<file path="config.mk">
export PLATFORM = sky130hd
export DESIGN_NAME = lfsr_seq_ctrl
export DESIGN_NICKNAME = d
export VERILOG_FILES = /design/src/rtl/lfsr_pkg.sv /design/src/rtl/lfsr_step_cnt.sv /design/src/rtl/lfsr_seq_ctrl.sv
export SDC_FILE = /design/constraint.sdc
export NUM_CORES = 1
export LEC_CHECK = 0
export BUFFER_PORTS_ARGS = -buffer_cell sky130_fd_sc_hd__buf_2
export CORE_MARGIN = 3
export CORE_UTILIZATION = 40
export DETAILED_ROUTE_END_ITERATION = 7
export GPL_ROUTABILITY_DRIVEN = 0
export PLACE_DENSITY = 0.75
export REMOVE_ABC_BUFFERS = 1
export SLEW_MARGIN = 20
export SYNTH_ARGS = -nofsm -noshare
export SYNTH_HDL_FRONTEND = slang
export SYNTH_HIERARCHICAL = 1
export SYNTH_SLANG_ARGS = --single-unit
</file>
<file path="constraint.sdc">
create_clock -name clk -period 5.65 [get_ports clk]
set_input_delay 0.565 -clock clk [delete_from_list [all_inputs] [get_ports clk]]
set_output_delay 0.565 -clock clk [all_outputs]
set_load 0.05 [all_outputs]
</file>
<file path="src/rtl/lfsr_pkg.sv">
// Shared definitions for the LFSR sequencer family.
//   ctrl_state_t : sequencer FSM states
//   DEF_W        : default LFSR state width
//   DEF_CNT_W    : default period/step counter width
//   RES_*        : one-hot result-flag encoding {timeout, lockout, repeat_found}
package lfsr_pkg;

  localparam int unsigned DEF_W     = 64;
  localparam int unsigned DEF_CNT_W = 32;

  typedef enum logic [1:0] {
    IDLE = 2'd0,
    LOAD = 2'd1,
    RUN  = 2'd2,
    DONE = 2'd3
  } ctrl_state_t;

  localparam logic [2:0] RES_NONE    = 3'b000;
  localparam logic [2:0] RES_REPEAT  = 3'b001;
  localparam logic [2:0] RES_LOCKOUT = 3'b010;
  localparam logic [2:0] RES_TIMEOUT = 3'b100;

endpackage

</file>
<file path="src/rtl/lfsr_step_cnt.sv">
// Step counter for the LFSR sequencer.
//   clk      : system clock, rising edge
//   reset    : asynchronous active-low reset
//   clr      : synchronous clear (wins over en)
//   en       : count one step
//   cnt      : current step count
//   nonzero  : cnt != 0
//   at_limit : cnt == LIMIT
module lfsr_step_cnt
  import lfsr_pkg::*;
#(
  parameter int unsigned      CNT_W = DEF_CNT_W,
  parameter logic [CNT_W-1:0] LIMIT = '1
) (
  input  logic             clk,
  input  logic             reset,
  input  logic             clr,
  input  logic             en,
  output logic [CNT_W-1:0] cnt,
  output logic             nonzero,
  output logic             at_limit
);

  always_ff @(posedge clk or negedge reset) begin
    if (!reset) begin
      cnt <= '0;
    end else if (clr) begin
      cnt <= '0;
    end else if (en) begin
      cnt <= cnt + CNT_W'(1);
    end
  end

  assign nonzero  = (cnt != '0);
  assign at_limit = (cnt == LIMIT);

endmodule

</file>
<file path="src/rtl/lfsr_seq_ctrl.sv">
// Sequencer for an external LFSR: loads a seed, steps the LFSR once per
// clock and reports the repeat period, an all-zero lock-out, or a timeout.
//   clk, reset    : clock (rising edge), asynchronous active-low reset
//   start, abort  : run request (sampled in IDLE), synchronous cancel
//   seed          : starting state, latched when start is accepted
//   lfsr_state    : current state of the external LFSR
//   lfsr_load     : one-cycle load strobe, lfsr_en : shift enable
//   lfsr_seed     : latched seed driven to the LFSR
//   busy, done    : run in progress, one-cycle completion pulse
//   period        : steps until the state returned to the seed
//   repeat_found, lockout, timeout : result flags (exactly one after done)
module lfsr_seq_ctrl
  import lfsr_pkg::*;
#(
  parameter int unsigned      W         = DEF_W,
  parameter int unsigned      CNT_W     = DEF_CNT_W,
  parameter logic [CNT_W-1:0] MAX_STEPS = CNT_W'(64'hFFFF_FFFF)
) (
  input  logic             clk,
  input  logic             reset,
  input  logic             start,
  input  logic             abort,
  input  logic [W-1:0]     seed,
  input  logic [W-1:0]     lfsr_state,
  output logic             lfsr_load,
  output logic             lfsr_en,
  output logic [W-1:0]     lfsr_seed,
  output logic             busy,
  output logic             done,
  output logic [CNT_W-1:0] period,
  output logic             repeat_found,
  output logic             lockout,
  output logic             timeout
);

  ctrl_state_t      state;
  ctrl_state_t      state_nxt;
  logic [CNT_W-1:0] cnt;
  logic             cnt_nz;
  logic             cnt_lim;
  logic             match;
  logic             zero;
  logic [2:0]       res;

  // cnt == 0 is the cycle the freshly loaded seed is visible, so it must not
  // count as a repeat.
  assign zero  = (lfsr_state == '0);
  assign match = cnt_nz && (lfsr_state == lfsr_seed);

  // The counter sits at zero everywhere except RUN and advances exactly when
  // the LFSR shifts, so cnt always equals the number of steps taken.
  lfsr_step_cnt #(
    .CNT_W (CNT_W),
    .LIMIT (MAX_STEPS)
  ) u_step_cnt (
    .clk      (clk),
    .reset    (reset),
    .clr      (state != RUN),
    .en       (lfsr_en),
    .cnt      (cnt),
    .nonzero  (cnt_nz),
    .at_limit (cnt_lim)
  );

  always_ff @(posedge clk or negedge reset) begin
    if (!reset) begin
      state <= IDLE;
    end else begin
      state <= state_nxt;
    end
  end

  always_comb begin
    state_nxt = state;
    lfsr_load = 1'b0;
    lfsr_en   = 1'b0;
    busy      = 1'b0;
    done      = 1'b0;
    case (state)
      IDLE: begin
        if (start) begin
          state_nxt = (seed == '0) ? DONE : LOAD;
        end
      end
      LOAD: begin
        lfsr_load = 1'b1;
        busy      = 1'b1;
        state_nxt = abort ? IDLE : RUN;
      end
      RUN: begin
        busy = 1'b1;
        if (abort) begin
          state_nxt = IDLE;
        end else if (zero || match || cnt_lim) begin
          state_nxt = DONE;
        end else begin
          lfsr_en = 1'b1;
        end
      end
      DONE: begin
        done      = 1'b1;
        state_nxt = IDLE;
      end
      default: state_nxt = IDLE;
    endcase
  end

  // Results hold from the previous run until a new start is accepted.
  always_ff @(posedge clk or negedge reset) begin
    if (!reset) begin
      lfsr_seed <= '0;
      period    <= '0;
      res       <= RES_NONE;
    end else begin
      case (state)
        IDLE: begin
          if (start) begin
            period <= '0;
            if (seed == '0) begin
              res <= RES_LOCKOUT;
            end else begin
              lfsr_seed <= seed;
              res       <= RES_NONE;
            end
          end
        end
        RUN: begin
          if (!abort) begin
            if (zero) begin
              res    <= RES_LOCKOUT;
              period <= cnt;
            end else if (match) begin
              res    <= RES_REPEAT;
              period <= cnt;
            end else if (cnt_lim) begin
              res    <= RES_TIMEOUT;
              period <= MAX_STEPS;
            end
          end
        end
        default: ;
      endcase
    end
  end

  assign repeat_found = |(res & RES_REPEAT);
  assign lockout      = |(res & RES_LOCKOUT);
  assign timeout      = |(res & RES_TIMEOUT);

endmodule

</file>
==> metrics.md <==
| Metric | Value |
|---|---|
| Fillers | 1,478 |
| CTS root buffer | clkbuf_16 |
| Yosys top cell by area | dfrtp_1 |
| Top post-synthesis cells by count | dfrtp_1, nand2_1, xor2_1 |
| Slew @ Worst Pin | 999.6 ps |
| Fin cells | between 1,000 and 1,500 |
| Synth unique cells | 52 |
| Vias per cell | 5.428 |
| Pins Over Slew Limit | 0 |
| Pre-CTS setup slack | 2067 ps |
| Area Overhead vs Synth | 28.90% |
| Synth area leaders | dfrtp_1, xor2_1, mux2_2 |
| TritonCTS clock tree | yes |
| EDFF count, synth | 0 |
| Hold buffers post-CTS | 0 |
| Slowest stage cell, crit path | or4_1 |
| Net count, final | 983 |
| Main synth FF type | dfrtp_1 |
| P per Cell Area | between 600 and 700 nW/um^2 |
| Global-route wire length before repair | 33,000 um |
| Final WS setup | 2172 ps |
| Synth Area in XOR/XNOR | 0.1053 |
| Die W | 137.3 um |
| Tightest Hold Check Type | input port to asynchronous set/reset pin |
| Detailed Place HPWL | 16,520 um |
| Syn avg cell area | 11.31 um^2 |
| Warnings, synthesis | 6 |
| Sequential cell area | 3328 um^2 |
| Die H | 137.3 um |
| Worst Path Arrival | between 2000 and 3000 ps |
| Worst Clk Skew | around 9.5 ps |
| Core area | 16,760 um^2 |
| WL/cell | 20.09 um |
| Max-slew headroom | 0.3336 |
| Reg2reg end | u_step_cnt/cnt[22]$_DFFE_PN0P_ |
| Core Rows | 47 |
| Reg2Reg Launch Point | u_step_cnt/cnt[9]$_DFFE_PN0P_ |
| Critical path's largest stage delay | 550 ps |
| Setup Fix Bufs, Post-CTS | 0 |
| 1st-iter DRT viols | 353 |
| CTS sink cnt | 133 |
| WP data required | 5090 ps |
| Status | completed |
| Initial core utilization | 0.4117 |
| PnR Total Power | 5.942 mW |
| Setup TNS | 0 ps |
| Layout cells sized above 1 | 0.4044 |
| Lkg Pwr | around 4.0 nW |
| R2R depth | 13 |
| Post-synth top area share | 0.4823 |
| Crit-path cells | or4_1 -> nor4_1 -> nand4_1 -> and3_1 -> nand4_1 -> nor4_1 -> a21boi_0 -> buf_4 -> buf_2 |
| Sequential fraction of the synthesis area | 0.4823 |
| Post-Syn Area | 6900 um^2 |
| Max-Cap Viols | 0 |
| Async set-reset flop share out of synthesis | 1.000 |
| Crit Path Category | flop to output pin |
| R2r setup slk | 2190 ps |
| Io pins | 235 |
| Final routed DRC violation total | 0 |
| Final setup vio count | 0 |
| Max rail drop VDD | roughly 340 uV |
| I/O Buffers | 234 |
| Largest net degree at the start of global routing | 74 |
| Flops & latches, synth | 133 |
| Synth Area in Compound Gates | 0.07362 |
| Synth Instances | 610 |
| Detail Route Antenna Nets | 0 |
| WHS | 166.2 ps |
| Top fanout value on the critical path | 10 |
| Tot GR Track Use | 0.2319 |
| # resized after CTS | 0 |
| Final wirelength | around 22,000 um |
| N_diodes | 0 |
| Final min period | 3478 ps |
| Die footprint | between 15,000 and 20,000 um^2 |
| Simple-gate share of the synthesized area | 0.1815 |
| Clk buf depth | 2 |
| Insertion delay to the later sink of the worst-skew pair | 420 ps |
| Setup crit start kind | flop |
| Number of global-route vias before repair | 5,859 |
| Synth Area in Adders | 0.01088 |
| Final Hold Violating Endpoints | 0 |
| Antenna violations before repair | 0 |
| Largest family of logic cells by synthesized area | simple AND/OR/NAND/NOR gates |
| Max Freq | 287.5 MHz |
| RSZ-0062 raised after global routing | false |
| Final worst-path cycle share | 0.6157 |
| Total grt overflow | 0 |
| Post-synthesis mux area share | 0.1155 |
| CTS Buf Count | 17 |
| Via Count | a little under 6,000 |
| CTS H-tree depth | 4 |
| Worst-path clk slew | 60 ps |
| Multi-input logic area | 3364 um^2 |
| Placed Cells incl. Taps | between 1,000 and 1,500 |
| Drt pass-1 iters | 4 |
| Critical Path End Type | output pin |
| Most common cell in the netlist | dfrtp_1 |
==> critical path, delay by kind of cell (launching register included) <==
kind	cells	cell delay (ps)
and+or+nand+nor	6	1340
buffers and inverters	2	500
DFF	1	470
AOI/OAI and AO/OA	1	180
==> cell usage in the layout, fill, tap and decap left out, types with 29 or more instances in the layout <==
| cell | n |
|---|---|
| mux2_2 | 37 |
| nor4_1 | 49 |
| buf_2 | 233 |
| dfrtp_1 | 133 |
| nand4_1 | 29 |
| nand2_1 | 50 |
| xnor2_1 | 33 |
| a2bb2oi_1 | 32 |
| nor2_1 | 38 |
| xor2_1 | 50 |
==> sequential cells by signal, indices dropped and copies added, names as in the netlist <==
register / cells
res: 3
u_step_cnt/cnt: 32
period: 32
state: 2
lfsr_seed: 64
==> cell type report <==
class / instances / share of cell area
repair buffers: 239 / 0.1366
multi-input cells: 439 / 0.3783
clock buffers: 19 / 0.05092
well taps: 220 / 0.03095
inverters: 15 / 0.006330
flip-flops and latches: 133 / 0.3742
clock inverters: 13 / 0.02279
==> metal layers <==
metal,vias up,part of all wire,global-route usage
met5,-,0,0
met4,0,0.024,0.08592
met3,39,0.071,0.06026
met2,220,0.46,0.3559
met1,2883,0.44,0.3166
li1,2709,-,-
==> how the worst max path moves through the flow <==
stage               slack [ps]                          start                        endpoint  depth (start not counted)
floorplan                  930           state[0]$_DFFE_PN0P_  u_step_cnt/cnt[31]$_DFFE_PN0P_                         10
global placement          2180                 lfsr_state[14]  u_step_cnt/cnt[10]$_DFFE_PN0P_                         12
detailed placement        2070                 lfsr_state[14]  u_step_cnt/cnt[10]$_DFFE_PN0P_                         12
CTS                       2160  u_step_cnt/cnt[9]$_DFFE_PN0P_                         lfsr_en                          9
global route              1910  u_step_cnt/cnt[9]$_DFFE_PN0P_  u_step_cnt/cnt[22]$_DFFE_PN0P_                         13
finish                    2170  u_step_cnt/cnt[9]$_DFFE_PN0P_                         lfsr_en                          9
==> through the flow <==
stage          area, um^2  utilization
2_1_floorplan        6744            -
3_3_place_gp         8239       0.4916
3_5_place_dp         8239       0.4916
4_1_cts              8895       0.5307
5_1_grt              8895       0.5307
6_report             8895       0.5307
==> report_power, final <==
group / switching (mW) / internal (mW) / total [mW] / leakage [nW]
clock network: 0.429 / 0.805 / 1.23 / 0.319
logic: 2.09 / 0.964 / 3.06 / 2.06
registers: 0.327 / 1.33 / 1.65 / 1.66
total: 2.85 / 3.09 / 5.94 / 4.04
==> cells by family (layout without fill, tap and decap cells) <==
logic type	Yosys count	after routing
xor+xnor	83	83
fa+ha+maj	6	6
buf+inv	38	286
simple gates	225	225
compound gates	62	62
mux	63	63
flops	133	133
Note: power is estimated with default switching activity, not from simulation.
